[src/rtl/mem_bridge.sv]
// CPU-to-device memory bridge: one outstanding request, decoded against N_TGT
// base/limit windows, forwarded rebased to a single target, answered back to the CPU.
module mem_bridge #(
    parameter int ADDR_W = 32,
    parameter int DATA_W = 32,
    parameter int N_TGT  = 5,
    parameter logic [N_TGT*ADDR_W-1:0] TGT_BASE  = {32'h0020_0000, 32'h0010_0000,
                                                    32'h0000_C000, 32'h0000_8000,
                                                    32'h0000_0000},
    parameter logic [N_TGT*ADDR_W-1:0] TGT_LIMIT = {32'hFFFF_FFFF, 32'h001F_FFFF,
                                                    32'h0001_BFFF, 32'h0000_BFFF,
                                                    32'h0000_7FFF},
    parameter int TIMEOUT = 255
) (
    input  logic                    clk,
    input  logic                    rst,
    input  logic                    cpu_req_valid,
    output logic                    cpu_req_ready,
    input  logic                    cpu_req_we,
    input  logic [ADDR_W-1:0]       cpu_req_addr,
    input  logic [DATA_W-1:0]       cpu_req_wdata,
    output logic                    cpu_rsp_valid,
    output logic [DATA_W-1:0]       cpu_rsp_rdata,
    output logic                    cpu_rsp_err,
    output logic [N_TGT-1:0]        tgt_req_valid,
    input  logic [N_TGT-1:0]        tgt_req_ready,
    output logic                    tgt_req_we,
    output logic [ADDR_W-1:0]       tgt_req_addr,
    output logic [DATA_W-1:0]       tgt_req_wdata,
    input  logic [N_TGT-1:0]        tgt_rsp_valid,
    input  logic [N_TGT*DATA_W-1:0] tgt_rsp_rdata,
    output logic [1:0]              dbg_state
);
    localparam int SEL_W = (N_TGT > 1) ? $clog2(N_TGT) : 1;
    localparam int CNT_W = $clog2(TIMEOUT + 1);

    typedef enum logic [1:0] {IDLE, ISSUE, WAIT, RESP} state_t;

    state_t             state_q, state_d;
    logic [CNT_W-1:0]   cnt_q, cnt_d;
    logic [SEL_W-1:0]   sel_q;
    logic               we_q;
    logic [ADDR_W-1:0]  addr_q;
    logic [DATA_W-1:0]  wdata_q;
    logic [DATA_W-1:0]  rdata_q;
    logic               err_q;

    logic               dec_hit;
    logic [SEL_W-1:0]   dec_sel;
    logic [ADDR_W-1:0]  dec_off;
    logic               sel_ready;
    logic               sel_rsp;
    logic [DATA_W-1:0]  sel_rdata;
    logic               rsp_capture;
    logic               timeout_hit;

    // Descending scan so the lowest matching window is the one left standing.
    always_comb begin
        dec_hit = 1'b0;
        dec_sel = '0;
        dec_off = cpu_req_addr;
        for (int i = N_TGT - 1; i >= 0; i--) begin
            if (cpu_req_addr >= TGT_BASE[i*ADDR_W +: ADDR_W] &&
                cpu_req_addr <= TGT_LIMIT[i*ADDR_W +: ADDR_W]) begin
                dec_hit = 1'b1;
                dec_sel = SEL_W'(i);
                dec_off = cpu_req_addr - TGT_BASE[i*ADDR_W +: ADDR_W];
            end
        end
    end

    always_comb begin
        sel_ready     = 1'b0;
        sel_rsp       = 1'b0;
        sel_rdata     = '0;
        tgt_req_valid = '0;
        for (int i = 0; i < N_TGT; i++) begin
            if (sel_q == SEL_W'(i)) begin
                sel_ready        = tgt_req_ready[i];
                sel_rsp          = tgt_rsp_valid[i];
                sel_rdata        = tgt_rsp_rdata[i*DATA_W +: DATA_W];
                tgt_req_valid[i] = (state_q == ISSUE);
            end
        end
    end

    // Handshakes: a transfer happens on a rising edge where valid and ready are both
    // high; the bridge holds its request fields stable until the target's ready.
    always_comb begin
        state_d     = state_q;
        cnt_d       = cnt_q;
        rsp_capture = 1'b0;
        timeout_hit = 1'b0;
        case (state_q)
            IDLE: begin
                cnt_d = '0;
                if (cpu_req_valid) begin
                    state_d = dec_hit ? ISSUE : RESP;
                end
            end
            ISSUE: begin
                cnt_d = cnt_q + 1'b1;
                if (sel_ready) begin
                    cnt_d = '0;
                    if (sel_rsp) begin
                        state_d     = RESP;
                        rsp_capture = 1'b1;
                    end else begin
                        state_d = WAIT;
                    end
                end else if (cnt_q == CNT_W'(TIMEOUT - 1)) begin
                    state_d     = RESP;
                    timeout_hit = 1'b1;
                end
            end
            WAIT: begin
                cnt_d = cnt_q + 1'b1;
                if (sel_rsp) begin
                    state_d     = RESP;
                    rsp_capture = 1'b1;
                end else if (cnt_q == CNT_W'(TIMEOUT - 1)) begin
                    state_d     = RESP;
                    timeout_hit = 1'b1;
                end
            end
            RESP: begin
                cnt_d   = '0;
                state_d = IDLE;
            end
            default: state_d = IDLE;
        endcase
    end

    always_ff @(posedge clk) begin
        if (rst) begin
            state_q <= IDLE;
            cnt_q   <= '0;
            sel_q   <= '0;
            we_q    <= 1'b0;
            addr_q  <= '0;
            wdata_q <= '0;
            rdata_q <= '0;
            err_q   <= 1'b0;
        end else begin
            state_q <= state_d;
            cnt_q   <= cnt_d;
            if (state_q == IDLE && cpu_req_valid) begin
                sel_q   <= dec_sel;
                we_q    <= cpu_req_we;
                addr_q  <= dec_off;
                wdata_q <= cpu_req_wdata;
                rdata_q <= '0;
                err_q   <= ~dec_hit;
            end
            if (rsp_capture) begin
                rdata_q <= we_q ? '0 : sel_rdata;
                err_q   <= 1'b0;
            end
            if (timeout_hit) begin
                rdata_q <= '0;
                err_q   <= 1'b1;
            end
        end
    end

    assign cpu_req_ready = (state_q == IDLE);
    assign cpu_rsp_valid = (state_q == RESP);
    assign cpu_rsp_rdata = rdata_q;
    assign cpu_rsp_err   = err_q;
    assign tgt_req_we    = we_q;
    assign tgt_req_addr  = addr_q;
    assign tgt_req_wdata = wdata_q;
    assign dbg_state     = state_q;
endmodule

[config.mk]
export PLATFORM = sky130hd
export DESIGN_NAME = mem_bridge
export DESIGN_NICKNAME = d
export VERILOG_FILES = /design/src/rtl/mem_bridge.sv
export SDC_FILE = /design/constraint.sdc
export NUM_CORES = 1
export LEC_CHECK = 0
export CELL_PAD_IN_SITES_DETAIL_PLACEMENT = 0
export CELL_PAD_IN_SITES_GLOBAL_PLACEMENT = 1
export CORE_AREA = 8 8 128 130
export CTS_CLUSTER_SIZE = 16
export DETAILED_ROUTE_END_ITERATION = 8
export DIE_AREA = 0 0 136 138
export DONT_BUFFER_PORTS = 1
export PLACE_DENSITY = 0.82
export REMOVE_ABC_BUFFERS = 1
export SETUP_SLACK_MARGIN = 0.5
export SYNTH_ARGS = -nofsm -noshare
export SYNTH_HDL_FRONTEND = slang
export SYNTH_SLANG_ARGS = --single-unit
[constraint.sdc]
create_clock -name clk -period 7.63 [get_ports clk]
set_input_delay 1.526 -clock clk [delete_from_list [all_inputs] [get_ports clk]]
set_output_delay 1.526 -clock clk [all_outputs]
set_load 0.1 [all_outputs]
==> summary.md <==
| Metric | Value |
|---|---|
| Final setup violation count | `0` |
| Avg Cell Area, Syn | `roughly 8.5 sq um` |
| Clock Tree Buf Depth | `2` |
| Detailed Routing Iterations Pass 1 | `5` |
| Largest net degree at the start of global routing | `98` |
| Post-synthesis mux area share | `around an eighth` |
| Worst-Margin Slew | `roughly 1200 ps` |
| Dpl hpwl | `around 17000 um` |
| Synth Register Bits | `between 100 and 150` |
| Synth async-reset ratio | `0%` |
| Post-cts sizing count | `0` |
| Setup TNS | `0 ps` |
| Starting Density | `around 44%` |
| Clock Sinks | `approximately 110` |
| Top-count cell post-synth | `nand2_1` |
| Max_slew headroom | `19.9%` |
| Total GRT Usage | `approximately 22%` |
| Utilization after layout | `between 40% and 50%` |
| DR WL/cell | `24.9 um` |
| Syn-to-layout area delta | `6.33%` |
| Ys Warns | `0` |
| Die ar. | `18800 sq um` |
| Met3 usage | `under 10%` |
| Port Buffers | `0` |
| Clk slew on worst S/H paths | `around 80 ps` |
| Drt drc | `0` |
| Main combinational cell family by area after synthesis | `simple AND/OR/NAND/NOR gates` |
| HP Class | `flip-flop to flip-flop` |
| Grt met1 use | `between 20% and 30%` |
| Max Clk Rate | `between 200 and 250 MHz` |
| Vias in the first global route | `roughly 5300` |
| Setup repair bufs after CTS | `0` |
| Critical Path End Type | `output pin` |
| Final Slew Violations | `0` |
| GRT overflow | `0` |
| Chip width | `136 um` |
| DRT Wirelength | `22300 um` |
| Status | `completed` |
| H-tree levels | `3` |
| Clock buffer count from CTS | `9` |
| Post-synthesis simple-gate area fraction | `23.8%` |
| CTS Root Cell | `clkbuf_16` |
| CP startpoint kind | `flip-flop` |
| Post-synthesis cell type count | `60` |
| Pwr dens | `272 nW/um^2` |
| Post-synth top cells | `nand2_1 (122), dfxtp_1 (111), a21oi_1 (97)` |
| Clk_skew | `11.2 ps` |
| CTS tree | `yes` |
| Pleak | `about 2.2 nW` |
| Cts hold-fix bufs | `0` |
| Met2 usage | `approximately 36%` |
| Post-synthesis instance total | `about 740` |
| Initial antenna violation count | `8` |
| Final Cycle Share | `between 60% and 70%` |
| Design area | `roughly 6700 sq um` |
| Post-route minimum period | `approximately 4700 ps` |
| RSZ-0062 raised after global routing | `no` |
| Endpoints failing hold | `0` |
| Core footprint | `14300 sq um` |
| Antenna Nets Post-Route | `0` |
| Worst path required time | `approximately 6100 ps` |
| I/O Pins | `between 300 and 400` |
| Proportion of layout cells with a drive suffix above 1 | `around a tenth` |
| Via count | `5736` |
| Vias per cell | `around 6.4` |
| Row count | `44` |
| Most used flip-flop cell after synthesis | `dfxtp_1` |
| Top cells by area, synth | `dfxtp_1 (35%), mux4_2 (12%), a21oi_1 (7.7%)` |
| Die H | `138 um` |
| Top cell type's share of synthesized area | `a little over a third` |
| Peak VDD IR | `0.346 mV` |
| Layout Nets | `roughly 960` |
| Compound-Gate Fraction of Synth Area | `19.3%` |
| Placed inst area | `about 6400 sq um` |
| Critical path class | `flip-flop to output pin` |
| GPL Wtd Cong | `0.913` |
| Post-synthesis adder-cell area fraction | `under 10%` |
| Worst EP arrival | `between 3000 and 4000 ps` |
| Filler instances | `between 1000 and 1500` |
| Area leader, netlist | `dfxtp_1` |
| Synthesized area | `roughly 6300 sq um` |
| Gr busiest metal | `met2` |
| Xor and xnor area share after synthesis | `1.81%` |
| Global-route wire length before repair | `about 33000 um` |
| DR iter-0 viols | `526` |
| Critical path peak fanout | `7` |
| Seq/Total Area, Yosys | `roughly a third` |
| Clock Latency Late Sink | `around 350 ps` |
| EDFF count, synth | `0` |
| Max Cap Violations | `0` |
## stage by stage
step | hold slack, ps | std cells | power [mW] | setup WS, ps
3_5_place_dp | 490 | 873 | 1.37 | 3070
4_1_cts | 503 | 889 | 1.84 | 2950
3_3_place_gp | 478 | 873 | 1.36 | 3100
5_1_grt | 527 | 892 | 1.90 | 2860
6_report | 498 | 896 | 1.82 | 2980
2_1_floorplan | 451 | 682 | 1.27 | 2050
## state kept, by name, indices dropped and copies added, names as in the netlist
signal / count
tgt_req_wdata: 32
sel_q: 3
tgt_req_we: 1
dbg_state: 2
cnt_q: 8
cpu_rsp_err: 1
tgt_req_addr: 32
cpu_rsp_rdata: 32
## path summary, 6_finish.rpt
path                                     endpoint  cells after the start  slack [ps]         start
worst max-delay path             tgt_req_valid[1]                      4        2980  dbg_state[0]
worst min register to register           sel_q[2]                      2         500      sel_q[2]
worst min-delay path                     sel_q[2]                      2         500      sel_q[2]
worst max register to register  cpu_rsp_rdata[11]                      7        4230      sel_q[2]
## critical path, cell delays in order (launching register included)
cell	delay, ps
dfxtp_1	1060
ha_1	410
nor2b_1	360
nand2_1	110
nor2_2	840
## layer usage
layer | vias up | wire length [um]
li1 | 2666 | -
met1 | 2736 | 8570
met2 | 294 | 10700
met3 | 34 | 2620
met4 | 6 | 417
met5 | - | 31
## where the power goes
part	internal (mW)	switching (mW)
Clock	0.232	0.237
Sequential	0.631	0.405
Combinational	0.106	0.211
Total	0.969	0.854
## final cells by class
class	instances	area (sq um)	area share (%)
Tap cell	184	230	3.43
Sequential cell	111	2230	33.2
Timing Repair Buffer	7	72.6	1.08
Multi-Input combinational cell	561	3830	57.1
Inverter	10	37.5	0.560
Clock inverter	6	63.8	0.952
Clock buffer	10	229	3.41
Antenna cell	7	17.5	0.261
## cells in the final DEF, fill, tap and decap left out, types with 8 or more instances in the layout
master	instances
inv_1	8
dfxtp_1	108
nor3_1	9
nand3_1	45
nor2_1	39
nand2_1	121
or4_1	8
a21oi_1	97
nor4_1	10
mux4_2	34
or3_1	40
a22oi_1	34
xor2_1	9
clkbuf_16	9
ha_1	17
a211oi_1	9
## logic make-up (layout without fill, tap and decap cells)
family,after synthesis,in the layout
AO/OA/AOI/OAI,188,188
multiplexers,34,34
flip-flops,111,111
buffers and inverters,71,33
XOR/XNOR,13,13
other,0,7
adder cells (fa/ha/maj),17,17
AND/OR/NAND/NOR,309,309
(Power assumes the default switching activity.)
